==> config.mk <==
export PLATFORM = sky130hd
export DESIGN_NAME = instruction_sequencer
export DESIGN_NICKNAME = d
export VERILOG_FILES = /design/src/rtl/tpu_ctrl_pkg.sv /design/src/rtl/seq_prog_mem.sv /design/src/rtl/instruction_sequencer.sv
export SDC_FILE = /design/constraint.sdc
export NUM_CORES = 1
export LEC_CHECK = 0
export CAP_MARGIN = 5
export CELL_PAD_IN_SITES_DETAIL_PLACEMENT = 1
export CELL_PAD_IN_SITES_GLOBAL_PLACEMENT = 1
export CORE_ASPECT_RATIO = 1.1
export CORE_MARGIN = 3
export CORE_UTILIZATION = 35
export CTS_BUF_LIST = sky130_fd_sc_hd__clkbuf_2
export CTS_CLUSTER_SIZE = 28
export DETAILED_ROUTE_END_ITERATION = 6
export PLACE_DENSITY = 0.65
export SYNTH_ARGS = -nofsm -noshare
export SYNTH_HDL_FRONTEND = slang
export SYNTH_HIERARCHICAL = 1
export SYNTH_SLANG_ARGS = --single-unit
==> constraint.sdc <==
create_clock -name clk -period 3.4 [get_ports clk]
set_input_delay 0.68 -clock clk [delete_from_list [all_inputs] [get_ports clk]]
set_output_delay 0.68 -clock clk [all_outputs]
set_load 0.02 [all_outputs]
==> src/rtl/tpu_ctrl_pkg.sv <==
// Shared control-path types for the TPU instruction interface: instruction bit
// positions, program entry layout and sequencer state encoding.
package tpu_ctrl_pkg;

  localparam int INSTR_W      = 6;
  localparam int SEQ_REP_W    = 4;

  localparam int ACT_LO       = 0;
  localparam int ACT_HI       = 1;
  localparam int NN_START     = 2;
  localparam int LOAD_INPUTS  = 3;
  localparam int LOAD_WEIGHTS = 4;
  localparam int LOAD_BIAS    = 5;

  localparam logic [INSTR_W-1:0] INSTR_NOP = '0;

  typedef struct packed {
    logic                 halt;
    logic [SEQ_REP_W-1:0] rep;
    logic [INSTR_W-1:0]   instr;
  } prog_entry_t;

  typedef enum logic {
    IDLE = 1'b0,
    RUN  = 1'b1
  } seq_state_t;

endpackage

==> src/rtl/seq_prog_mem.sv <==
// Program store for the instruction sequencer: synchronous write, two
// combinational read ports (current entry and the one after it).
module seq_prog_mem
  import tpu_ctrl_pkg::*;
#(
  parameter  int DEPTH  = 16,
  localparam int ADDR_W = $clog2(DEPTH)
) (
  input  logic              clk,
  input  logic              we,
  input  logic [ADDR_W-1:0] waddr,
  input  prog_entry_t       wdata,
  input  logic [ADDR_W-1:0] raddr_a,
  output prog_entry_t       rdata_a,
  input  logic [ADDR_W-1:0] raddr_b,
  output prog_entry_t       rdata_b
);

  // Contents are deliberately left unreset so a reset does not wipe a loaded program.
  prog_entry_t mem_q [DEPTH];

  always_ff @(posedge clk) begin
    if (we) begin
      mem_q[waddr] <= wdata;
    end
  end

  assign rdata_a = mem_q[raddr_a];
  assign rdata_b = mem_q[raddr_b];

endmodule

==> src/rtl/instruction_sequencer.sv <==
// Steps through the program store and issues one 6-bit control instruction per
// cycle to the control decoder, honouring per-entry repeats, halt, stall and abort.
module instruction_sequencer
  import tpu_ctrl_pkg::*;
#(
  parameter  int DEPTH  = 16,
  parameter  int REP_W  = SEQ_REP_W,
  localparam int ADDR_W = $clog2(DEPTH)
) (
  input  logic               clk,
  input  logic               rst_n,
  input  logic               prog_we,
  input  logic [ADDR_W-1:0]  prog_addr,
  input  logic [INSTR_W-1:0] prog_instr,
  input  logic [REP_W-1:0]   prog_rep,
  input  logic               prog_halt,
  input  logic               start,
  input  logic               stall,
  input  logic               abort,
  output logic [INSTR_W-1:0] instruction,
  output logic               busy,
  output logic               done,
  output logic [ADDR_W-1:0]  pc
);

  seq_state_t         state_q, state_d;
  logic [ADDR_W-1:0]  pc_q, pc_d;
  logic [REP_W-1:0]   cnt_q, cnt_d;
  logic [INSTR_W-1:0] instr_q, instr_d;
  logic               busy_q, busy_d;
  logic               done_q, done_d;
  logic               fresh_q, fresh_d;

  prog_entry_t        wr_entry;
  prog_entry_t        cur_entry;
  prog_entry_t        nxt_entry;
  logic [ADDR_W-1:0]  pc_nxt;
  logic               is_terminal;

  assign wr_entry    = '{halt: prog_halt, rep: SEQ_REP_W'(prog_rep), instr: prog_instr};
  assign pc_nxt      = pc_q + ADDR_W'(1);
  assign is_terminal = cur_entry.halt || (pc_q == ADDR_W'(DEPTH - 1));

  seq_prog_mem #(
    .DEPTH(DEPTH)
  ) u_mem (
    .clk    (clk),
    .we     (prog_we && (state_q == IDLE)),
    .waddr  (prog_addr),
    .wdata  (wr_entry),
    .raddr_a(pc_q),
    .rdata_a(cur_entry),
    .raddr_b(pc_nxt),
    .rdata_b(nxt_entry)
  );

  // fresh_q marks an entry that was loaded under stall and has not yet been
  // shown once; its first emission must not consume a repeat.
  always_comb begin
    state_d = state_q;
    pc_d    = pc_q;
    cnt_d   = cnt_q;
    instr_d = instr_q;
    busy_d  = busy_q;
    done_d  = 1'b0;
    fresh_d = fresh_q;
    case (state_q)
      IDLE: begin
        instr_d = INSTR_NOP;
        busy_d  = 1'b0;
        pc_d    = '0;
        cnt_d   = '0;
        fresh_d = 1'b0;
        if (start && !abort) begin
          state_d = RUN;
          busy_d  = 1'b1;
          cnt_d   = REP_W'(cur_entry.rep);
          instr_d = stall ? INSTR_NOP : cur_entry.instr;
          fresh_d = stall;
        end
      end
      RUN: begin
        if (abort) begin
          state_d = IDLE;
          busy_d  = 1'b0;
          instr_d = INSTR_NOP;
          pc_d    = '0;
          cnt_d   = '0;
          fresh_d = 1'b0;
        end else if (stall) begin
          instr_d = INSTR_NOP;
        end else if (fresh_q) begin
          instr_d = cur_entry.instr;
          fresh_d = 1'b0;
        end else if (cnt_q != '0) begin
          cnt_d   = cnt_q - REP_W'(1);
          instr_d = cur_entry.instr;
        end else if (is_terminal) begin
          state_d = IDLE;
          busy_d  = 1'b0;
          done_d  = 1'b1;
          instr_d = INSTR_NOP;
          pc_d    = '0;
        end else begin
          pc_d    = pc_nxt;
          cnt_d   = REP_W'(nxt_entry.rep);
          instr_d = nxt_entry.instr;
        end
      end
      default: begin
        state_d = IDLE;
      end
    endcase
  end

  always_ff @(posedge clk or negedge rst_n) begin
    if (!rst_n) begin
      state_q <= IDLE;
      pc_q    <= '0;
      cnt_q   <= '0;
      instr_q <= INSTR_NOP;
      busy_q  <= 1'b0;
      done_q  <= 1'b0;
      fresh_q <= 1'b0;
    end else begin
      state_q <= state_d;
      pc_q    <= pc_d;
      cnt_q   <= cnt_d;
      instr_q <= instr_d;
      busy_q  <= busy_d;
      done_q  <= done_d;
      fresh_q <= fresh_d;
    end
  end

  assign instruction = instr_q;
  assign busy        = busy_q;
  assign done        = done_q;
  assign pc          = pc_q;

endmodule

# Word-level counts from Yosys, hierarchy flattened
# Memories as Yosys holds them, arrays and structs flattened.
# Index checks and enable logic that the tools add are counted.
dict set report totals {
  regBits 18
  latchBits 0
  ramBits 176
  romBits 0
  out_inout_bits 12
  n_memories 1
}
dict set report classes {
  n_addsub 2
  mul 0
  div 0
  n_lt_le_gt_ge 0
  n_eq_ne 6
  shifts 0
  n_mux 46
  bitwise 1
  reduce_logical 8
}
# memory depth word_bits read_ports rd_clocked_by_memory_dff wr line
set mem_list {}
lappend mem_list {u_mem.mem_q 16 11 2 0 1 seq_prog_mem.sv:20} ;# prog_entry_t mem_q [DEPTH];
# operator count
set ops {}
lappend ops {{2-to-1 mux 4 bit} 11}
lappend ops {{2-to-1 mux 6 bit} 7}
lappend ops {{2-to-1 mux 1 bit} 22}
lappend ops {{one-hot mux 4 bit (2 select lines)} 2}
lappend ops {{one-hot mux 6 bit (2 select lines)} 1}
lappend ops {{inequality test 3 bit (second input constant)} 3}
lappend ops {{one-hot mux 1 bit (2 select lines)} 3}
lappend ops {{AND reduction 3 bit} 2}
lappend ops {{adder 4 x 1 -> 4 bit (second input constant)} 1}
lappend ops {{equality test 4 bit (second input constant)} 1}
lappend ops {{inequality test 4 x 3 -> 1 bit (second input constant)} 1}
lappend ops {{AND reduction 4 bit} 1}
lappend ops {{nonzero test 4 bit} 1}
lappend ops {{subtractor 4 x 1 -> 4 bit (second input constant)} 1}
lappend ops {{inequality test 3 x 2 -> 1 bit (second input constant)} 1}
lappend ops {{logical AND 1 bit} 2}
lappend ops {{zero test 1 bit} 1}
lappend ops {{logical OR 1 bit} 1}
lappend ops {{inverter 1 bit} 1}

# Logic depth before layout (Yosys ltp)
dict set report depth {
  ltp_word 8
  depth_mapped 10
}

# Hierarchy
# The synthesis kept the hierarchy.
# mod instances cells_each area_each_um2 seq_area_each_um2
set by_module_without_submodules {}
lappend by_module_without_submodules {seq_prog_mem 1 389 8150.3 5285.1}
lappend by_module_without_submodules {instruction_sequencer 1 90 937.1 450.4}

# Worst setup path after synthesis
# No wires, ideal clock.
dict set report synth_timing {
  kind {input to register}
  start {in prog_we}
  end {mem u_mem/mem_q[0][0] in the netlist's numbering, enable pin}
  arrival_ns 2.188
  path_slack_ns 0.819
  stages 3
  path_buffers 0
  cell_sequence {nor2b_1 -> or3b_2 -> nor3_1}
}
dict set report synth_between {
  elab_chain_cells 3
}
# item line
set synth_lines {}
lappend synth_lines {{start: declaration} instruction_sequencer.sv:12} ;# input logic prog_we,
lappend synth_lines {{logical AND 1 bit} instruction_sequencer.sv:48} ;# .we (prog_we && (state_q == IDLE)),
lappend synth_lines {{2-to-1 mux 1 bit} seq_prog_mem.sv:23} ;# if (we) begin
lappend synth_lines {{2-to-1 mux 1 bit (implied by the code)} seq_prog_mem.sv:24} ;# mem_q[waddr] <= wdata;
lappend synth_lines {{end: declaration} seq_prog_mem.sv:20}
# Every way passes these cells.

# Final worst setup path
dict set report layout_timing {
  start {reg pc_q[1] (netlist: pc[1])}
  end {out pc[1]}
}
# item line
set layout_lines {}
lappend layout_lines {{start: declaration} instruction_sequencer.sv:27} ;# logic [ADDR_W-1:0] pc_q, pc_d;
lappend layout_lines {{start signal: assignment} instruction_sequencer.sv:127} ;# pc_q <= pc_d;
lappend layout_lines {{end: declaration} instruction_sequencer.sv:23} ;# output logic [ADDR_W-1:0] pc
# No word-level cell between the ends.

==> impl_metrics.json <==
{
  "cts_hold_buffers": 0,
  "clock_latency_ps": 770,
  "clock_skew_ps": 47.3,
  "syn2layout_area_growth_pct": 12.9,
  "maxCapViolations": 0,
  "drt_iter0_markers": 582,
  "via_per_inst": 5.76,
  "power.net_switching_mw": 1.06,
  "clk_pin_slew_ps": 300,
  "rows": 60,
  "antenna_found_initial": 1,
  "drc": 0,
  "synthCells": 472,
  "grt_overflow": 0,
  "start_kind": "flip-flop",
  "ff_latch_area_sq_um": 5740,
  "nFillCells": 2428,
  "fin_nets": 556,
  "vias": 5106,
  "critical_path.max_fanout": 29,
  "internal-power_mw": 3.07,
  "fin_crit_sh_pct": 92.5,
  "final_core_util_pct": 40.7,
  "setup-violations-final": 0,
  "multi_input_area_sq_um": 3050,
  "port_buffers": 32,
  "fin_crit_ps": 3140,
  "grt_pass1_wl_mm": 35.3,
  "report.final.slew_viol_count": 0,
  "cts_buffers": 17,
  "hold_path.class": "in2async",
  "grt.total_usage_pct": 17.5,
  "wl_per_cell_microns": 26.5,
  "vdd_drop_max_mv": 0.180,
  "gp_congestion": 0.800,
  "status": "finished clean",
  "whs_ps": 382,
  "fin_area_sq_um": 10100,
  "dieArea_sq_um": 27600,
  "setup_tns_ps": 0,
  "p_per_area_nw_per_um2": 409,
  "ant_nets": 0,
  "synth_area_sq_um": 8970,
  "swShare_pct": 25.7,
  "wl_mm": 23.5,
  "cts_sinks": 194,
  "tightest_slew_ps": 1040,
  "report.power.total_mw": 4.14,
  "yosysWarnings": 6,
  "dp_hpwl_mm": 16.1,
  "worst_ep_arrival_time_ps": 2460,
  "syn_area_per_cell_sq_um": 19.0,
  "pwr-share-comb_pct": 7.4,
  "htreeDepth": 4,
  "clk_root_buffer_cell": "clkbuf_2",
  "hold_violations": 0,
  "cts_setup_buffers": 0,
  "grt_setup_unrepaired": "false",
  "cp_data_required_time_ps": 2720,
  "layout-drive-gt1-share_pct": 24.0,
  "ios": 33,
  "tritoncts": "built",
  "p_seq_share_pct": 64.4,
  "leakage_nw": 3.29,
  "first_global_vias": 5449,
  "postPlaceCellArea_sq_um": 9850,
  "crit_type": "reg2out",
  "grt_max_degree": 30,
  "max_slew_margin_pct": 30.7,
  "ctsResizeCount": 1,
  "start_util_pct": 36.1,
  "max_freq_ghz": 0.318,
  "coreArea_sq_um": 24800,
  "first_pass_iters": 5,
  "synth_nets": 496,
  "p_clk_share_pct": 28.2,
  "die_w_microns": 159,
  "cts_buffer_depth": 2,
  "reg2reg_depth": 7,
  "critPathCaptureType": "output port",
  "die_h_microns": 174
}
-- path summary, 6_finish.rpt --
kind                                  end   from  slack [ps]
setup / recovery                    pc[1]  pc[1]         260
min in group clk                  fresh_q  stall         540
hold reg to reg                      busy   busy         560
setup reg to reg           instruction[4]  pc[0]         640
hold / removal             instruction[2]  rst_n         380
max in group asynchronous           pc[1]  rst_n        2330
-- power groups by stage --
stage	registers, mW	logic (mW)	clock network (mW)
final	2.67	0.306	1.17
after global routing	2.67	0.332	1.31
after CTS	2.67	0.310	1.21
after detailed placement	2.72	0.308	0
after global placement	2.71	0.297	0
after floorplan	2.71	0.166	0
-- placed cells by master (no fill, tap or decap), drive strengths merged, types with 2 or more instances in the layout --
master	instances
dfrtp	18
clkinv	10
clkbuf	17
and2	2
nor2	19
or3b	2
a22oi	43
inv	8
ha	3
nand3b	2
a22o	8
nor3	9
nand2	30
nor3b	2
mux4	84
a32o	3
nor2b	7
o21ai	4
nand2b	4
clkdlybuf4s50	32
a21oi	3
mux2i	2
nand3	5
edfxtp	176
buf	39
-- per-layer routing --
layer	vias to the layer above	GRT usage (%)	share of wire, %
li1	2143	-	-
met1	2765	24.9	43
met2	169	27.9	50
met3	29	3.27	5.4
met4	0	4.45	1.4
met5	-	0	0
-- flip-flops by register name, indices dropped and copies added (netlist names) --
| name | count |
|---|---|
| u_mem/mem_q | 176 |
| instruction | 6 |
| cnt_q | 4 |
| pc | 4 |
| busy | 1 |
| done | 1 |
| fresh_q | 1 |
| state_q | 1 |
-- stage by stage --
stage          setup slack, ps  cells
2_1_floorplan              819    472
3_3_place_gp               545    854
3_5_place_dp               472    854
4_1_cts                   38.0    886
5_1_grt                   75.4    887
6_report                   255    887
-- final cells by class --
cell class,instances,area share (%)
inverters,5,0.185
clock inverters,15,1.77
flip-flops and latches,194,56.7
repair buffers,71,6.13
clock buffers,17,0.841
well taps,341,4.22
diodes,1,0.0247
multi-input cells,243,30.1
-- worst max-delay path, stage by stage (launching register included) --
cell and delay, ps:
dfrtp_2 410, buf_4 270, buf_6 360, clkdlybuf4s50_1 690
(Power assumes the default switching activity.)
